File: src/rtl/gpu_mem_pkg.sv
// Shared VRAM fill types: state encoding, bus widths and line-address geometry.
// No logic here; imported by the fill controller and its beat counter.
package gpu_mem_pkg;

    localparam int VRAM_ADR_W      = 17;
    localparam int BEAT_W          = 64;
    localparam int CLUT_LINE_SHIFT = 2;
    localparam int TEX_ADR_W       = 17;
    localparam int CLUT_ADR_W      = 15;
    localparam int LEN_W           = 3;
    localparam int BEAT_CNT_W      = 2;

    typedef enum logic [2:0] {
        FILL_IDLE,
        FILL_REQ_T,
        FILL_REQ_C,
        FILL_DATA_T,
        FILL_DATA_C,
        FILL_DONE_T,
        FILL_DONE_C,
        FILL_HOLD
    } fillState_t;

endpackage

File: src/rtl/gpu_fill_beat_counter.sv
// Beat index within a line fill: load clears, inc advances, isLast flags the final beat.
// Registered count, combinational compare; no backpressure, caller qualifies inc.
module gpu_fill_beat_counter
    import gpu_mem_pkg::*;
(
    input  logic                  clk,
    input  logic                  rst,
    input  logic                  load,
    input  logic                  inc,
    input  logic [BEAT_CNT_W-1:0] lastIdx,
    output logic [BEAT_CNT_W-1:0] count,
    output logic                  isLast
);

    always_ff @(posedge clk) begin
        if (rst) begin
            count <= '0;
        end else if (load) begin
            count <= '0;
        end else if (inc) begin
            count <= count + 1'b1;
        end
    end

    assign isLast = (count == lastIdx);

endmodule

File: src/rtl/gpu_cache_fill_ctrl.sv
// Arbitrates Tex$/Clut$ miss refills onto the VRAM read port and streams beats into the owning cache.
// Request issued the cycle after a miss is sampled, held until ack; beats written same cycle they arrive.
module gpu_cache_fill_ctrl
    import gpu_mem_pkg::*;
#(
    parameter int TEX_BEATS  = 1,
    parameter int CLUT_BEATS = 4,
    parameter int HOLDOFF    = 1
) (
    input  logic                  clk,
    input  logic                  i_rst,
    input  logic                  i_texMissRequ,
    input  logic [TEX_ADR_W-1:0]  i_texMissAdr,
    input  logic                  i_clutMissRequ,
    input  logic [CLUT_ADR_W-1:0] i_clutMissAdr,
    output logic                  o_pause,
    output logic                  o_texUpdateDone,
    output logic                  o_clutUpdateDone,
    output logic                  o_memRequ,
    output logic [VRAM_ADR_W-1:0] o_memAdr,
    output logic [LEN_W-1:0]      o_memLen,
    input  logic                  i_memAck,
    input  logic                  i_memDataValid,
    input  logic [BEAT_W-1:0]     i_memData,
    output logic                  o_texWrite,
    output logic [TEX_ADR_W-1:0]  o_texWrAdr,
    output logic                  o_clutWrite,
    output logic [CLUT_ADR_W-1:0] o_clutWrAdr,
    output logic [BEAT_CNT_W-1:0] o_clutWrBeat,
    output logic [BEAT_W-1:0]     o_cacheWrData
);

    localparam int HOLD_W = (HOLDOFF > 1) ? $clog2(HOLDOFF) : 1;

    if (CLUT_BEATS > 4 || CLUT_BEATS < 1 || TEX_BEATS != 1 || HOLDOFF < 1) begin : gParamCheck
        $error("gpu_cache_fill_ctrl: unsupported beat count or holdoff");
    end

    fillState_t            state;
    fillState_t            nextState;
    logic [VRAM_ADR_W-1:0] fillAdr;
    logic [LEN_W-1:0]      fillLen;
    logic [TEX_ADR_W-1:0]  texAdrQ;
    logic [CLUT_ADR_W-1:0] clutAdrQ;
    logic [HOLD_W-1:0]     holdCnt;
    logic                  latchTex;
    logic                  latchClut;
    logic                  beatLoad;
    logic                  beatInc;
    logic                  beatLast;
    logic [BEAT_CNT_W-1:0] beatCnt;

    gpu_fill_beat_counter uBeatCnt (
        .clk     (clk),
        .rst     (i_rst),
        .load    (beatLoad),
        .inc     (beatInc),
        .lastIdx (BEAT_CNT_W'(fillLen - LEN_W'(1))),
        .count   (beatCnt),
        .isLast  (beatLast)
    );

    always_comb begin
        nextState        = state;
        latchTex         = 1'b0;
        latchClut        = 1'b0;
        beatLoad         = 1'b0;
        beatInc          = 1'b0;
        o_memRequ        = 1'b0;
        o_texWrite       = 1'b0;
        o_clutWrite      = 1'b0;
        o_texUpdateDone  = 1'b0;
        o_clutUpdateDone = 1'b0;
        case (state)
            // Clut wins a tie: a palette miss blocks the texel lookup that needs it.
            FILL_IDLE: begin
                if (i_clutMissRequ) begin
                    latchClut = 1'b1;
                    nextState = FILL_REQ_C;
                end else if (i_texMissRequ) begin
                    latchTex  = 1'b1;
                    nextState = FILL_REQ_T;
                end
            end
            FILL_REQ_T, FILL_REQ_C: begin
                o_memRequ = 1'b1;
                if (i_memAck) begin
                    beatLoad  = 1'b1;
                    nextState = (state == FILL_REQ_C) ? FILL_DATA_C : FILL_DATA_T;
                end
            end
            FILL_DATA_T: begin
                if (i_memDataValid) begin
                    o_texWrite = 1'b1;
                    beatInc    = 1'b1;
                    if (beatLast) nextState = FILL_DONE_T;
                end
            end
            FILL_DATA_C: begin
                if (i_memDataValid) begin
                    o_clutWrite = 1'b1;
                    beatInc     = 1'b1;
                    if (beatLast) nextState = FILL_DONE_C;
                end
            end
            FILL_DONE_T: begin
                o_texUpdateDone = 1'b1;
                nextState       = FILL_HOLD;
            end
            FILL_DONE_C: begin
                o_clutUpdateDone = 1'b1;
                nextState        = FILL_HOLD;
            end
            // Gives C1 time to re-look-up and drop a miss that the fill just satisfied.
            FILL_HOLD: begin
                if (holdCnt == HOLD_W'(HOLDOFF - 1)) nextState = FILL_IDLE;
            end
            default: nextState = FILL_IDLE;
        endcase
    end

    always_ff @(posedge clk) begin
        if (i_rst) begin
            state    <= FILL_IDLE;
            fillAdr  <= '0;
            fillLen  <= '0;
            texAdrQ  <= '0;
            clutAdrQ <= '0;
            holdCnt  <= '0;
        end else begin
            state   <= nextState;
            holdCnt <= (state == FILL_HOLD) ? holdCnt + 1'b1 : '0;
            if (latchTex) begin
                texAdrQ <= i_texMissAdr;
                fillAdr <= i_texMissAdr;
                fillLen <= LEN_W'(TEX_BEATS);
            end
            if (latchClut) begin
                clutAdrQ <= i_clutMissAdr;
                fillAdr  <= {i_clutMissAdr, {CLUT_LINE_SHIFT{1'b0}}};
                fillLen  <= LEN_W'(CLUT_BEATS);
            end
        end
    end

    assign o_pause       = (state != FILL_IDLE) | i_texMissRequ | i_clutMissRequ;
    assign o_memAdr      = o_memRequ ? fillAdr : '0;
    assign o_memLen      = o_memRequ ? fillLen : '0;
    assign o_texWrAdr    = o_texWrite ? texAdrQ : '0;
    assign o_clutWrAdr   = o_clutWrite ? clutAdrQ : '0;
    assign o_clutWrBeat  = o_clutWrite ? beatCnt : '0;
    assign o_cacheWrData = (o_texWrite | o_clutWrite) ? i_memData : '0;

endmodule

File: config.mk
export PLATFORM = sky130hd
export DESIGN_NAME = gpu_cache_fill_ctrl
export DESIGN_NICKNAME = d
export VERILOG_FILES = /design/src/rtl/gpu_mem_pkg.sv /design/src/rtl/gpu_fill_beat_counter.sv /design/src/rtl/gpu_cache_fill_ctrl.sv
export SDC_FILE = /design/constraint.sdc
export NUM_CORES = 1
export LEC_CHECK = 0
export ABC_AREA = 1
export CORE_ASPECT_RATIO = 0.5
export CORE_UTILIZATION = 36
export DETAILED_ROUTE_END_ITERATION = 10
export GPL_TIMING_DRIVEN = 0
export HOLD_SLACK_MARGIN = 0.08
export PLACE_DENSITY = 0.8
export SYNTH_ARGS = -nofsm -noshare
export SYNTH_HDL_FRONTEND = slang
export SYNTH_SLANG_ARGS = --single-unit
export TNS_END_PERCENT = 100
File: constraint.sdc
create_clock -name clk -period 1.9 [get_ports clk]
set_input_delay 0.19 -clock clk [delete_from_list [all_inputs] [get_ports clk]]
set_output_delay 0.19 -clock clk [all_outputs]
set_load 0.005 [all_outputs]
==> results.md <==
* Detailed-route via count at 4,012
* Endpoints failing setup at 0
* Count of final max-slew check failures at 0
* Clock Tree Buf Depth at 2
* Ports at 226
* Final hold slack at 0.210 ns
* Clk_lat worst skew at 0.34 ns
* Netlist cell types at 25
* VDD IR-drop max at 0.608 mV
* Initial antenna violation count at 0
* Gate Count Post-Synth at 535
* Worst setup EP type: output port
* Detailed Routing Iterations Pass 1 at 5
* CP max FO at 8
* Vias/cell at 4.41
* Unrepaired setup endpoints after global routing: true
* Vias in the first global route at 3,694
* GRT Residual Overflow at 0
* Initial DRC Count at 241
* Crit Path Class: reg2out
* Max-cap violations at 0
* Number of H-tree levels at 3
* Yosys top cell area share at 35.3%
* Filler cells at 731
* # hold bufs at CTS at 0
* Buffers on Ports at 223
* Die area at 9390 um^2
* Reg2Reg Launch Point: state[1]
* Worst-Margin Slew at 0.514 ns
* Largest net degree at the start of global routing at 13
* Post-synth EDFFs at 0
* Synth Flop Type: dfxtp_1
* Share of cells above drive strength 1 at 19.9%
* CP required at 1.71 ns
* Global Route Usage Sum at 25.8%
* Post-synth top area cell: dfxtp_1
* Worst Hold Class: in2reg
* CTS sink count at 57
* Post-synthesis sequential area ratio at 35.3%
* GPL Wtd Cong at 0.894
* Initial core utilization at 37.2%
* Routed WL at 12,300 um
* ANT cells at 0
* Synth Warn # at 0
* Area growth from synthesis to layout at 82.7%
* Worst-path clk slew at 0.05 ns
* Skew final at 0.00367 ns
* Ranking of synthesized cells by area: dfxtp_1 (35%), inv_1 (16%), nor2_1 (14%)
* Row cnt at 24
* Power per cell area at 1020 nW/um^2
* Net Count, Synth at 637
* #FFs+latches synth at 57
* Status: completed
* Startpoint Class: flip-flop
* DP Cell Count at 875
* Leakage at 3.13 nW
* Final core occ at 67.9%
* Crit path from: state[1]
* TritonCTS Buffers at 9
* Die extent in x at 136 um
* TritonCTS clock tree: done
* NumNets Final at 889
* Post-DP HPWL at 9040 um
* Final Hold Fails at 0
* Synthesized area per cell at 6.05 um^2
* WL/cell at 13.5 um
* Hold_sp: i_rst
* Die extent in y at 69.0 um
* Mapped cell area at 3240 um^2
* Fmax at 0.530 GHz
* Period utilization at 99.3%
* WP data arrival at 1.70 ns
* Multi-input logic area at 1440 um^2
* Fin crit period at 1.89 ns
* Slew HR at 65.8%
* Residual DRC at 0
* Finished Layout Cells at 909
* FF+latch area at 1140 um^2
* Core Region at 8710 um^2
* Root Driver: clkbuf_16
* First-pass GRT wire length at 18,900 um
* DRT antenna net count at 0
* Post-synth ARST share at 0%
==> critical path, stage by stage (launching register included) <==
cell	delay (ns)
dfxtp_1	0.32
buf_6	0.14
inv_1	0.05
nand2_1	0.08
nand3_2	0.11
buf_6	0.16
buf_4	0.13
nor2_1	0.08
dlygate4sd2_1	0.29
==> timing repair <==
action                     in CTS  in global routing
resized for setup             316                 46
gates cloned                    0                  1
setup endpoints to repair     119                 93
buffers inserted                9                  8
pin swaps                       2                  4
==> cells by family (layout without fill, tap and decap cells) <==
family | Yosys count | after routing | synth area share [%]
AND/OR/NAND/NOR | 266 | 266 | 34.7
other | 1 | 1 | 0.116
AO/OA/AOI/OAI | 41 | 41 | 6.92
flip-flops | 57 | 57 | 35.3
buffers and inverters | 170 | 427 | 23.0
==> through the flow <==
| stage | cell area, um^2 | TNS (ns) | setup slack (ns) | power (W) |
|---|---|---|---|---|
| finish | 5910 | 0 | 0.0140 | 0.00605 |
| global route | 5910 | -0.514 | -0.0498 | 0.00642 |
| CTS | 5840 | -0.571 | -0.189 | 0.00581 |
| detailed placement | 5610 | -28.52 | -0.406 | 0.00418 |
| global placement | 5610 | -27.40 | -0.379 | 0.00414 |
| floorplan | 3240 | 0 | 0.487 | 0.00304 |
==> layout make-up <==
| type | count | area share [%] |
|---|---|---|
| clock buffers | 9 | 3.81 |
| clock inverters | 7 | 1.33 |
| plain buffers | 24 | 3.92 |
| multi-input cells | 308 | 24.3 |
| repair buffers | 241 | 35.1 |
| inverters | 146 | 9.65 |
| well taps | 117 | 2.48 |
| flip-flops and latches | 57 | 19.4 |
==> report_power, final <==
group / internal, W / total (W) / switching [W] / leakage, nW
clock network: 0.00102 / 0.00163 / 0.000602 / 0.139
logic: 0.00132 / 0.00286 / 0.00154 / 2.53
registers: 0.00145 / 0.00157 / 0.000120 / 0.467
==> flip-flops by register name, summed over array words and instances (netlist names) <==
name and flops:
fillAdr 17, state 3, clutAdrQ 15, texAdrQ 17, fillLen 2, holdCnt 1, uBeatCnt.count 2
==> synthesized netlist by cell type, types with 2 or more instances <==
cell type and number:
nor2_1 121, buf_6 12, nor3_1 2, nor2_4 2, nand2_1 104, nand2_4 3
inv_2 3, nand3_1 25, o22ai_1 15, nor2_8 2, a21oi_1 25, clkbuf_1 5
buf_2 5, inv_1 141, dfxtp_1 57, nor2_2 4
==> routing by layer <==
| layer | GRT usage, % | routed length, um | share of wire [%] | vias to the layer above |
|---|---|---|---|---|
| met2 | 40.9 | 5680 | 46 | 142 |
| met1 | 34.7 | 5540 | 45 | 1802 |
| met5 | 0 | 0 | 0 | - |
| met4 | 7.41 | 208 | 1.7 | 0 |
| met3 | 5.81 | 862 | 7.0 | 21 |
| li1 | - | - | - | 2047 |
==> layout by cell type (no fill, tap or decap), types with 2 or more instances in the layout <==
| cell | Yosys | layout |
|---|---|---|
| a21oi_1 | 25 | 25 |
| inv_6 | 1 | 2 |
| clkdlybuf4s15_1 | 0 | 10 |
| clkdlybuf4s15_2 | 0 | 9 |
| clkbuf_2 | 0 | 2 |
| nor2_8 | 2 | 2 |
| clkbuf_16 | 0 | 10 |
| buf_8 | 0 | 4 |
| nand2_4 | 3 | 2 |
| clkbuf_1 | 5 | 4 |
| nand3_1 | 25 | 23 |
| nor3_1 | 2 | 2 |
| nand3_4 | 0 | 2 |
| clkdlybuf4s50_1 | 0 | 104 |
| dfxtp_1 | 57 | 56 |
| nor2_4 | 2 | 4 |
| nand2_1 | 104 | 103 |
| dlygate4sd2_1 | 0 | 40 |
| buf_4 | 1 | 17 |
| buf_6 | 12 | 11 |
| nor2_1 | 121 | 105 |
| clkinvlp_4 | 0 | 3 |
| o22ai_1 | 15 | 15 |
| inv_2 | 3 | 2 |
| nor2_2 | 4 | 18 |
| inv_1 | 141 | 140 |
| buf_2 | 5 | 59 |
| dlymetal6s2s_1 | 0 | 2 |
==> final timing paths <==
path	to	slack, ns	cells past startpoint
worst min-delay path	holdCnt	0.21	2
worst max-delay path	o_memAdr[16]	0.01	8
worst max register to register	clutAdrQ[12]	0.19	10
worst min register to register	holdCnt	0.43	1
Power figures use the tool's default switching activity.
